[src/rtl/itgnet_frame_sched_pkg.sv]
// rtl/itgnet_frame_sched_pkg.sv - shared helpers and FSM state encoding for the ItgNet frame sequencer
package itgnet_frame_sched_pkg;

    // Ceiling log2. Never returns less than 1, so a value of 1 or 2 still
    // yields a usable one-bit vector.
    function automatic int log2(input int value);
        int bits;
        bits = 1;
        for (int i = 1; i < 31; i++) begin
            if ((1 << i) < value) begin
                bits = i + 1;
            end
        end
        return bits;
    endfunction

    typedef enum logic [2:0] {
        ST_IDLE  = 3'd0,
        ST_FEED  = 3'd1,
        ST_FLUSH = 3'd2,
        ST_DRAIN = 3'd3,
        ST_DONE  = 3'd4
    } state_e;

endpackage

[src/rtl/itgnet_frame_sched_raster_counter.sv]
// rtl/itgnet_frame_sched_raster_counter.sv - wrapping (line, pixel) raster counter
//
// Ports:
//   clock, n_rst : clock, asynchronous active-low reset
//   inc          : advance one pixel in raster order
//   clr          : return to (0,0); wins over inc
//   vcnt, hcnt   : current line / pixel position
//   last         : current position is the final pixel of the frame
module raster_counter
    import itgnet_frame_sched_pkg::*;
#(
    parameter int W_HEIGHT = 2,
    parameter int W_WIDTH  = 2,
    localparam int V_BITW  = log2(W_HEIGHT),
    localparam int H_BITW  = log2(W_WIDTH)
) (
    input  logic              clock,
    input  logic              n_rst,
    input  logic              inc,
    input  logic              clr,
    output logic [V_BITW-1:0] vcnt,
    output logic [H_BITW-1:0] hcnt,
    output logic              last
);

    localparam logic [V_BITW-1:0] V_MAX = V_BITW'(W_HEIGHT - 1);
    localparam logic [H_BITW-1:0] H_MAX = H_BITW'(W_WIDTH - 1);

    logic [V_BITW-1:0] vcnt_q, vcnt_d;
    logic [H_BITW-1:0] hcnt_q, hcnt_d;

    always_comb begin
        vcnt_d = vcnt_q;
        hcnt_d = hcnt_q;
        if (clr) begin
            vcnt_d = '0;
            hcnt_d = '0;
        end else if (inc) begin
            if (hcnt_q == H_MAX) begin
                hcnt_d = '0;
                vcnt_d = (vcnt_q == V_MAX) ? '0 : vcnt_q + 1'b1;
            end else begin
                hcnt_d = hcnt_q + 1'b1;
            end
        end
    end

    always_ff @(posedge clock or negedge n_rst) begin
        if (!n_rst) begin
            vcnt_q <= '0;
            hcnt_q <= '0;
        end else begin
            vcnt_q <= vcnt_d;
            hcnt_q <= hcnt_d;
        end
    end

    assign vcnt = vcnt_q;
    assign hcnt = hcnt_q;
    assign last = (vcnt_q == V_MAX) && (hcnt_q == H_MAX);

endmodule

[src/rtl/itgnet_frame_sched.sv]
// rtl/itgnet_frame_sched.sv - per-frame sequencer feeding the ItgNet CNN raster with tail flush
//
// Ports:
//   clock, n_rst           : clock, asynchronous active-low reset
//   start                  : begin-frame pulse, only honoured when idle
//   src_valid / src_ready  : upstream pixel handshake (ready only while feeding)
//   pad_sel                : datapath selects zero instead of the source pixel
//   cnn_enable/vcnt/hcnt   : registered raster drive into the CNN input
//   res_enable/vcnt/hcnt   : CNN output coordinates, watched for the final pixel
//   busy                   : frame in progress (start accepted until done)
//   done                   : one-cycle end-of-frame pulse
//   err                    : sticky drain timeout, cleared by the next accepted start
module itgnet_frame_sched
    import itgnet_frame_sched_pkg::*;
#(
    parameter int W_HEIGHT   = -1,
    parameter int W_WIDTH    = -1,
    parameter int PATCH_SIZE = -1,
    parameter int TIMEOUT    = 65535,
    localparam int V_BITW    = log2(W_HEIGHT),
    localparam int H_BITW    = log2(W_WIDTH)
) (
    input  logic              clock,
    input  logic              n_rst,
    input  logic              start,
    input  logic              src_valid,
    output logic              src_ready,
    output logic              pad_sel,
    output logic              cnn_enable,
    output logic [V_BITW-1:0] cnn_vcnt,
    output logic [H_BITW-1:0] cnn_hcnt,
    input  logic              res_enable,
    input  logic [V_BITW-1:0] res_vcnt,
    input  logic [H_BITW-1:0] res_hcnt,
    output logic              busy,
    output logic              done,
    output logic              err
);

    // Enough zero pixels to push the last valid window through every
    // line-buffered layer of the network.
    localparam int FLUSH_CYCLES = (PATCH_SIZE - 1) * 2 * (W_WIDTH + 1);
    localparam int F_BITW       = log2(FLUSH_CYCLES + 1);
    localparam int T_BITW       = log2(TIMEOUT + 1);

    localparam logic [F_BITW-1:0] FLUSH_LAST = F_BITW'(FLUSH_CYCLES - 1);
    localparam logic [T_BITW-1:0] DRAIN_MAX  = T_BITW'(TIMEOUT);
    localparam logic [V_BITW-1:0] V_MAX      = V_BITW'(W_HEIGHT - 1);
    localparam logic [H_BITW-1:0] H_MAX      = H_BITW'(W_WIDTH - 1);

    state_e            state_q, state_d;
    logic [F_BITW-1:0] flush_cnt_q, flush_cnt_d;
    logic [T_BITW-1:0] drain_cnt_q, drain_cnt_d;
    logic              res_seen_q, res_seen_d;
    logic              err_q, err_d;
    logic              cnn_enable_q, cnn_enable_d;
    logic              pad_sel_q, pad_sel_d;
    logic [V_BITW-1:0] cnn_vcnt_q, cnn_vcnt_d;
    logic [H_BITW-1:0] cnn_hcnt_q, cnn_hcnt_d;

    logic              rc_inc;
    logic              rc_clr;
    logic [V_BITW-1:0] rc_vcnt;
    logic [H_BITW-1:0] rc_hcnt;
    logic              rc_last;

    logic              handshake;
    logic              res_last;

    raster_counter #(
        .W_HEIGHT (W_HEIGHT),
        .W_WIDTH  (W_WIDTH)
    ) u_in_raster (
        .clock (clock),
        .n_rst (n_rst),
        .inc   (rc_inc),
        .clr   (rc_clr),
        .vcnt  (rc_vcnt),
        .hcnt  (rc_hcnt),
        .last  (rc_last)
    );

    // Ready comes straight from the state register, never from src_valid.
    assign src_ready = (state_q == ST_FEED);
    assign handshake = src_valid && src_ready;
    assign res_last  = res_enable && (res_vcnt == V_MAX) && (res_hcnt == H_MAX);

    always_comb begin
        state_d      = state_q;
        flush_cnt_d  = flush_cnt_q;
        drain_cnt_d  = '0;
        res_seen_d   = res_seen_q;
        err_d        = err_q;
        cnn_enable_d = 1'b0;
        pad_sel_d    = 1'b0;
        cnn_vcnt_d   = cnn_vcnt_q;
        cnn_hcnt_d   = cnn_hcnt_q;
        rc_inc       = 1'b0;
        rc_clr       = 1'b0;

        case (state_q)
            ST_IDLE: begin
                flush_cnt_d = '0;
                res_seen_d  = 1'b0;
                if (start) begin
                    state_d = ST_FEED;
                    err_d   = 1'b0;
                    rc_clr  = 1'b1;
                end
            end

            ST_FEED: begin
                if (handshake) begin
                    cnn_enable_d = 1'b1;
                    cnn_vcnt_d   = rc_vcnt;
                    cnn_hcnt_d   = rc_hcnt;
                    rc_inc       = 1'b1;
                    if (rc_last) begin
                        state_d = ST_FLUSH;
                    end
                end
            end

            ST_FLUSH: begin
                cnn_enable_d = 1'b1;
                pad_sel_d    = 1'b1;
                cnn_vcnt_d   = rc_vcnt;
                cnn_hcnt_d   = rc_hcnt;
                rc_inc       = 1'b1;
                flush_cnt_d  = flush_cnt_q + 1'b1;
                // An early final result is remembered, but the flush is
                // never cut short.
                if (res_last) begin
                    res_seen_d = 1'b1;
                end
                if (flush_cnt_q == FLUSH_LAST) begin
                    flush_cnt_d = '0;
                    state_d     = (res_seen_q || res_last) ? ST_DONE : ST_DRAIN;
                end
            end

            ST_DRAIN: begin
                drain_cnt_d = drain_cnt_q + 1'b1;
                if (res_last) begin
                    state_d = ST_DONE;
                end else if (drain_cnt_d == DRAIN_MAX) begin
                    state_d = ST_DONE;
                    err_d   = 1'b1;
                end
            end

            ST_DONE: begin
                rc_clr     = 1'b1;
                res_seen_d = 1'b0;
                state_d    = ST_IDLE;
            end

            default: begin
                state_d = ST_IDLE;
            end
        endcase
    end

    always_ff @(posedge clock or negedge n_rst) begin
        if (!n_rst) begin
            state_q      <= ST_IDLE;
            flush_cnt_q  <= '0;
            drain_cnt_q  <= '0;
            res_seen_q   <= 1'b0;
            err_q        <= 1'b0;
            cnn_enable_q <= 1'b0;
            pad_sel_q    <= 1'b0;
            cnn_vcnt_q   <= '0;
            cnn_hcnt_q   <= '0;
        end else begin
            state_q      <= state_d;
            flush_cnt_q  <= flush_cnt_d;
            drain_cnt_q  <= drain_cnt_d;
            res_seen_q   <= res_seen_d;
            err_q        <= err_d;
            cnn_enable_q <= cnn_enable_d;
            pad_sel_q    <= pad_sel_d;
            cnn_vcnt_q   <= cnn_vcnt_d;
            cnn_hcnt_q   <= cnn_hcnt_d;
        end
    end

    assign cnn_enable = cnn_enable_q;
    assign pad_sel    = pad_sel_q;
    assign cnn_vcnt   = cnn_vcnt_q;
    assign cnn_hcnt   = cnn_hcnt_q;
    assign busy       = (state_q != ST_IDLE);
    assign done       = (state_q == ST_DONE);
    assign err        = err_q;

endmodule

[config.mk]
export PLATFORM = sky130hd
export DESIGN_NAME = itgnet_frame_sched
export DESIGN_NICKNAME = d
export VERILOG_FILES = /design/src/rtl/itgnet_frame_sched_pkg.sv /design/src/rtl/itgnet_frame_sched_raster_counter.sv /design/src/rtl/itgnet_frame_sched.sv
export SDC_FILE = /design/constraint.sdc
export NUM_CORES = 1
export LEC_CHECK = 0
export ABC_AREA = 0
export CAP_MARGIN = 40
export CORE_MARGIN = 2
export CORE_UTILIZATION = 40
export CTS_CLUSTER_SIZE = 14
export DETAILED_ROUTE_END_ITERATION = 16
export PLACE_DENSITY = 0.57
export SETUP_SLACK_MARGIN = 0.02
export SLEW_MARGIN = 20
export SYNTH_ARGS = -nofsm -noshare
export SYNTH_HDL_FRONTEND = slang
export SYNTH_SLANG_ARGS = --single-unit
[constraint.sdc]
create_clock -name clock -period 5 [get_ports clock]
set_clock_uncertainty 0.15 [all_clocks]
set_input_delay 0.5 -clock clock [delete_from_list [all_inputs] [get_ports clock]]
set_output_delay 0.5 -clock clock [all_outputs]
set_load 0.005 [all_outputs]
* Word level (Yosys, flattened, before mapping)
Cells that the tools add are included.
** Storage, ports and cells
- Bits in registers :: 28
- Input port bits :: 7
- Output and inout port bits :: 8
- Word-level logic and storage cells :: 84
** Operators by class
- Add/subtract/negate cells :: 4
- Eq/ne operators :: 14
- Multiplexer cells :: 33
- Bitwise operators :: 4
- Reduce and logical (&&, ||, !) cells :: 18
** Operator list (number)
- $mux 3 :: 7
- $mux 1 :: 17
- $add 16x1->16 const B :: 1
- $eq 16x16->1 const B :: 1
- $mux 16 :: 1
- $pmux 1 s2 :: 7
- $ne 2x2->1 const B :: 6
- $pmux 3 s4 :: 1
- $reduce_bool 2->1 :: 5
- $eq 3x2->1 const B :: 2
- $reduce_and 2->1 :: 3
- $reduce_and 5->1 :: 1
- $logic_and 1x1->1 :: 4
- $ne 2x1->1 const B :: 2
- $not 1->1 :: 4
- $reduce_and 4->1 :: 1
- $add 1x1->1 const B :: 3
- $eq 3x1->1 const B :: 1
- $eq 3x3->1 const B :: 1
- $logic_not 3->1 :: 1
- $ne 3x3->1 const B :: 1
- $reduce_bool 3->1 :: 1
- $reduce_or 2->1 :: 1
- $logic_or 1x1->1 :: 1

* Longest topological paths before layout
Gate-level depths: netlist (run 1).
- Depth after elaboration :: 7
- Mapped depth :: 8
- Depth with buffers taken out :: 7

* Modules after synthesis
Synthesis (run 1) repeated with hierarchy kept, for this count alone.
** Second synthesis, totals
- Cell total of the unflattened synthesis :: 174
- Area total of the unflattened synthesis :: 1514.0 um2
** By module, submodules not included
- itgnet_frame_sched :: instances 1, cells each 169, area each 1483.9 um2, seq. area each 650.6 um2
- raster_counter :: instances 1, cells each 5, area each 30.0 um2, seq. area each 0.0 um2

* Worst setup path after synthesis (run 1)
OpenSTA, ideal clock, no wires.
- Path kind :: register to register
- From :: register drain_cnt_q[0]
- To :: register state_q[2]
- Setup time :: 0.120 ns
- Arrival time :: 1.764 ns
- Required time :: 4.730 ns
- Setup slack :: 2.965 ns
- Cell stages (with the launch flop) :: 9
- Buffers on the path :: 1
- Period minus slack after synthesis :: 2.035 ns
- Cells stage by stage :: dfrtp_1 -> ha_1 -> and3_1 -> buf_2 -> nand3_1 -> xor2_1 -> nor2_2 -> and4_4 -> o211a_1
** On the way
- Cells in the longest elaborated chain, start to end :: 4
** Ends and longest elaborated chain
- start, declared :: line itgnet_frame_sched.sv:53 : logic [T_BITW-1:0] drain_cnt_q, drain_cnt_d;
- start signal, assigned :: line itgnet_frame_sched.sv:178 : drain_cnt_q <= drain_cnt_d;
- $add 16x1->16 :: line itgnet_frame_sched.sv:143 : drain_cnt_d = drain_cnt_q + 1'b1;
- $eq 16x16->1 :: line itgnet_frame_sched.sv:146 : end else if (drain_cnt_d == DRAIN_MAX) begin
- $ne 3x3->1 (no source line)
- $reduce_and 5->1 (no source line)
- end signal, assigned :: line itgnet_frame_sched.sv:176 : state_q <= state_d;
- end, declared :: line itgnet_frame_sched.sv:51 : state_e state_q, state_d;
Every way passes these cells.
A chain may end at the register's enable or synchronous reset.

* Final worst setup path (run 1)
- From :: register state_q[0]
- To :: output port busy
** On the way
- Cells in the longest elaborated chain, start to end :: 1
** Ends and longest elaborated chain
- $reduce_bool 3->1 :: line itgnet_frame_sched.sv:192 : assign busy = (state_q != ST_IDLE);
- end, declared :: line itgnet_frame_sched.sv:35 : output logic busy,
Every way passes these cells.

==> flow_summary_export.csv, run 1 <==
group,metric,value,unit
run_status,status,"complete, no violations",
logic_synthesis,synth_top_cell_by_area,"dfrtp_1",
detailed_routing,wirelength,2.733,mm
global_routing,antenna_found_initial,0,
global_routing,grt_max_degree,18,
logic_synthesis,yosysTopAreaCellShare,0.4344,
finish,num-fill-cells,338,
clocking,cts-resized-gates,0,
floorplanning,core_area,3337,sq um
floorplanning,io_pins,15,
logic_synthesis,synth_seq_cells,24,
floorplanning,rows,21,
timing,rsz0062_at_grt,"false",
clocking,path_clk_slew,0.13,ns
timing,slew_headroom,0.6117,
worst_setup_path,end_kind,"output pin",
power_and_ir_drop,p_leak,0.6230,nW
logic_synthesis,synthDistinctLibCells,48,
timing,period_share,0.4748,
finish,synthToLayoutAreaGrowth,13.76,%
logic_synthesis,yosysSeqAreaShare,0.4344,
hold_path,hold_path.class,"input port to asynchronous set/reset pin",
worst_setup_path,max_stage_delay,0.50,ns
clocking,hold_buffers,0,
timing,final-max-slew-violation-count,0,
finish,multi_input_area,724.4,sq um
finish,fin_nets,165,
clocking,cts_tree,"built",
floorplanning,die_w,62.79,um
global_routing,grt_use_met1,0.2283,
detailed_routing,drtIter0Drc,56,
finish,regArea,600.6,sq um
place,io_buffers,12,
clocking,htree_levels,1,
power_and_ir_drop,p_per_area,374.4,nW/um^2
global_routing,grt-ovfl-total,0,
logic_synthesis,ys.flop_type,"dfrtp_1",
place,dpl.cell_count,197,
clocking,root_buffer,"clkbuf_4",
logic_synthesis,synth-edff-count,0,
global_routing,grt_usage,0.1554,
logic_synthesis,netlist_area,1383,sq um
finish,num_antenna_cells,0,
worst_setup_path,cp_slowest_cell,"dfrtp_1",
worst_setup_path,crit_path_max_fanout,11,
place,place.gp.congestion,0.8358,
timing,setup-tns-final,0,ns
worst_setup_path,path_cells,"nor3_1 -> inv_1 -> clkdlybuf4s50_1",
floorplanning,die_h,62.79,um
global_routing,grt_pass1_vias,980,
finish,final_cell_count_no_fill,201,
timing,setup_viol,0,
global_routing,grt_pass1_wl,4.885,mm
place,place_area,1536,sq um
global_routing,met3_usage,0.02703,
logic_synthesis,async_reset_ff_frac,1.000,
floorplanning,start_util,0.4143,
timing,fin_crit,2.374,ns
clocking,clockBufferDepth,2,
clocking,cts_made_buffers,3,
worst_setup_path,crit_required,4.35,ns
detailed_routing,viasPerCell,5.274,
finish,design_area,1573,sq um
global_routing,grtUsageMet2,0.2366,
clocking,clkSinkCount,24,
detailed_routing,num_vias,1060,
finish,layout-drive-gt1-share,0.1097,
logic_synthesis,syn_avg_cell_area,9.535,sq um
logic_synthesis,yosysWarningCount,0,
detailed_routing,dr.pass1.iters,4,
worst_setup_path,arrival,1.72,ns
worst_setup_path,worst_setup_path_start_kind,"flip-flop",
run,cap_violations,0,
place,hpwl,2.047,mm
finish,post-route-util,0.4713,
timing,worstMarginPinSlew,0.5811,ns
detailed_routing,drc_errors,0,
clocking,insertion_delay,0.31,ns
timing,fmax,0.4213,GHz
global_routing,grt-busiest-layer,"met2",
floorplanning,dieArea,3943,sq um
worst_setup_path,critPathKind,"flip-flop to output pin",
timing,timing.hold.ws,0.3808,ns
detailed_routing,drtAntennaViolNets,0,
detailed_routing,post_drt_wl_per_cell,13.60,um
logic_synthesis,synth_cells,145,
power_and_ir_drop,vdd_drop_max,157.2,uV
logic_synthesis,synth_top_cells_by_area,"dfrtp_1 (43%), nor2_1 (6.2%), xnor2_1 (3.8%)",
clocking,cts_setup_buffers,0,
timing,hold_viol_final,0,
==> area by class of cell <==
cell class                      count  area share
Timing Repair Buffer               13     0.08592
Clock buffer                        4     0.02307
Sequential cell                    24      0.3819
Multi-Input combinational cell    109      0.4606
Tap cell                           46     0.03660
Inverter                            5     0.01193
==> routing by layer <==
layer / vias to the layer above / wire, um
met2: 20 / 1280
li1: 536 / -
met5: - / 0
met3: 4 / 67
met1: 500 / 1366
met4: 0 / 18
==> per-stage QoR <==
step           worst slack [ns]  power, mW
5_1_grt                   2.420     0.6473
3_5_place_dp              2.780     0.4937
3_3_place_gp              2.749     0.4921
2_1_floorplan             2.965     0.4084
4_1_cts                   2.592     0.5984
6_report                  2.626     0.5888
==> worst paths after layout <==
path | from | end | slack [ns] | cells past startpoint
max in group asynchronous | n_rst | drain_cnt_q[15] | 3.83 | 2
hold reg to reg | flush_cnt_q | flush_cnt_q | 0.40 | 2
setup reg to reg | drain_cnt_q[0] | state_q[2] | 2.77 | 7
setup / recovery | state_q[0] | busy | 2.63 | 3
hold / removal | n_rst | drain_cnt_q[9] | 0.38 | 1
min in group clock | flush_cnt_q | flush_cnt_q | 0.40 | 2
==> power breakdown <==
group	total, mW	switching, mW	internal [mW]
clock network	0.101	0.0566	0.0444
registers	0.274	0.0433	0.231
logic	0.214	0.110	0.104
==> worst max-delay path: cells and delay by family, from the launching register on <==
kind	cells	cell delay, ns
buffers and inverters	2	0.57
DFF	1	0.50
and+or+nand+nor	1	0.35
==> cells by family after synthesis <==
kind of cell / after synthesis / share of synthesized area
xor+xnor: 12 / 0.07602
fa+ha+maj: 2 / 0.01810
mux: 1 / 0.008144
flops: 24 / 0.4344
simple gates: 66 / 0.2815
compound gates: 26 / 0.1348
other cells: 1 / 0.002712
buf+inv: 13 / 0.04434
==> synth_stat cells (all sizes together) (3+ instances only) <==
master,n
xnor2,6
nand2,7
and4,3
nand4,5
inv,5
o21ai,4
xor2,6
o211ai,3
nor3b,4
dfrtp,24
buf,6
nand3,9
a21oi,7
nor2,24
==> cells in the final DEF (no fill, tap or decap), types with 3 or more instances in the layout <==
master,count
o21ai_0,3
nor2_1,23
xnor2_1,6
inv_1,5
clkdlybuf4s50_1,12
nor3b_1,4
nand2_1,7
a21oi_1,7
xor2_1,6
dfrtp_1,24
nand3_1,8
nand4_1,3
clkbuf_4,3
o211ai_1,3
==> sequential cells by signal (all words and copies together) (netlist names) <==
register / count
pad_sel: 1
err: 1
res_seen_q: 1
drain_cnt_q: 16
cnn_enable: 1
state_q: 3
flush_cnt_q: 1
Power figures use the tool's default switching activity.
==> inputs of run 2 (changes only) <==
==> constraint.sdc (replaced) <==
create_clock -name clock -period 2.5 [get_ports clock]
set_clock_uncertainty 0.15 [all_clocks]
set_input_delay 0.25 -clock clock [delete_from_list [all_inputs] [get_ports clock]]
set_output_delay 0.25 -clock clock [all_outputs]
set_load 0.005 [all_outputs]
==> run 2 against run 1 <==
Effect of this change:
- worst setup slack got worse by 2.3 ns
- first-iteration DRC count decreased by 29%
- flip-flop and latch count unchanged
- critical endpoint is now state_q[2]
==> flow_summary_export.csv, run 2 (same netlist as run 1, synthesis figures left out) <==
group,metric,value,unit
run_status,status,"complete, no violations",
global_routing,grt_usage,0.1476,
finish,num_antenna_cells,0,
floorplanning,io_pins,15,
clocking,insertion_delay,0.32,ns
worst_setup_path,path_buf_inv,0,
global_routing,grt_max_degree,25,
finish,reg.largest.list,"drain_cnt_q: 16 flops, state_q: 3 flops",
detailed_routing,num_vias,1070,
timing,period_share,0.8735,
timing,fmax,0.4579,GHz
timing,timing.hold.ws,0.1086,ns
clocking,cts_tree,"built",
run,cap_violations,0,
detailed_routing,dr.pass1.iters,4,
global_routing,grt_pass1_wl,4.588,mm
worst_setup_path,crit_family,"compound AO/OA/AOI/OAI gates",
clocking,path_clk_slew,0.13,ns
timing,final-max-slew-violation-count,0,
detailed_routing,drtAntennaViolNets,0,
global_routing,grt-ovfl-total,0,
floorplanning,rows,21,
finish,final_common_cell,"dfrtp_1",
worst_setup_path,arrival,2.31,ns
floorplanning,die_w,62.79,um
clocking,hold_buffers,0,
worst_setup_path,cp_slowest_cell,"dfrtp_1",
clocking,cts-resized-gates,0,
hold_path,hold_path.class,"input port to asynchronous set/reset pin",
detailed_routing,drtIter0Drc,40,
power_and_ir_drop,p_leak,0.6318,nW
place,hpwl,1.979,mm
timing,fin_ws,0.3163,ns
clocking,root_buffer,"clkbuf_4",
timing,slew_headroom,0.6338,
timing,rsz0062_at_grt,"false",
detailed_routing,wirelength,2.648,mm
worst_setup_path,timing.rr.start,"drain_cnt_q[0]",
floorplanning,core_area,3337,sq um
clocking,clockBufferDepth,2,
timing,setup-tns-final,0,ns
worst_setup_path,worst_setup_path_start_kind,"flip-flop",
place,place.gp.congestion,0.8274,
detailed_routing,post_drt_wl_per_cell,13.11,um
finish,largest_register_ffs,16,
power_and_ir_drop,p_per_area,797.2,nW/um^2
floorplanning,start_util,0.4143,
clocking,htree_levels,1,
global_routing,antenna_found_initial,0,
worst_setup_path,path_depth,7,
timing,setup_viol,0,
finish,layout-drive-gt1-share,0.1154,
finish,fin_nets,166,
clocking,cts_made_buffers,3,
worst_setup_path,end_kind,"flip-flop",
finish,design_area,1589,sq um
clocking,clkSinkCount,24,
floorplanning,dieArea,3943,sq um
detailed_routing,viasPerCell,5.297,
worst_setup_path,max_stage_delay,0.46,ns
place,place_area,1536,sq um
worst_setup_path,critPathKind,"flip-flop to flip-flop",
worst_setup_path,critPathLaunch,"drain_cnt_q[0]",
finish,synthToLayoutAreaGrowth,14.93,%
timing,hold_viol_final,0,
worst_setup_path,path_cells,"ha_1 -> nand3_2 -> a2111oi_1 -> o211ai_1 -> a22oi_2 -> and4_4 -> o211a_1",
timing,worstMarginPinSlew,0.5416,ns
place,dpl_worst_slack,0.3145,ns
power_and_ir_drop,vdd_drop_max,336.1,uV
power_and_ir_drop,totalPowerFinal,1.267,mW
detailed_routing,drc_errors,0,
floorplanning,die_h,62.79,um
place,io_buffers,12,
worst_setup_path,crit_path_max_fanout,7,
finish,num-fill-cells,333,
finish,final_cell_mix,"dfrtp_1 (24), nor2_1 (23), clkdlybuf4s50_1 (12), nand3_1 (8)",
clocking,cts_setup_buffers,0,
global_routing,grt_pass1_vias,977,
finish,top_register,"drain_cnt_q",
worst_setup_path,reg2reg_depth,7,
worst_setup_path,crit_required,2.63,ns
timing,fin_crit,2.184,ns
-- run 2: cell count changes in the layout (fill, tap and decap cells not counted) --
cell | before | now
buf_4 | 0 | 2
buf_8 | 1 | 0
bufinv_16 | 0 | 1
clkbuf_8 | 1 | 0
-- run 2: area by class of cell --
class	count	area, sq um	share of cell area
Clock inverter	1	30.03	0.01890
Timing Repair Buffer	14	135.1	0.08504
Clock buffer	3	22.52	0.01417
Sequential cell	24	600.6	0.3780
Inverter	5	18.77	0.01181
Tap cell	46	57.56	0.03622
Multi-Input combinational cell	109	724.4	0.4559
-- run 2: per-stage QoR --
stage / utilization / cells
5_1_grt: 0.4762 / 202
6_report: 0.4762 / 202
2_1_floorplan: - / 146
3_3_place_gp: 0.4604 / 198
4_1_cts: 0.4762 / 202
3_5_place_dp: 0.4604 / 198
-- run 2: worst reg2reg max path: stages (launching register included) --
cell	delay (ns)
dfrtp_1	0.46
ha_1	0.29
nand3_2	0.16
a2111oi_1	0.38
o211ai_1	0.17
a22oi_2	0.16
and4_4	0.24
o211a_1	0.13
-- run 2: report_power, final --
group	internal [mW]	switching (mW)
clock	0.162	0.120
combinational	0.217	0.219
sequential	0.461	0.0877
total	0.841	0.426
-- run 2: final timing paths --
| kind | to | slack, ns |
|---|---|---|
| worst max-delay path | state_q[2] | 0.32 |
| worst min-delay path | cnn_enable | 0.11 |
| worst max register to register | state_q[2] | 0.32 |
| worst min register to register | res_seen_q | 0.41 |
| max in group asynchronous | drain_cnt_q[8] | 1.86 |
| min in group clock | cnn_enable | 0.38 |
-- run 2: layer usage --
layer,up-vias,part of all wire,track usage
li1,540,-,-
met1,507,0.48,0.1894
met2,18,0.47,0.2433
met3,5,0.029,0.02342
met4,0,0.019,0.06944
met5,-,0,0
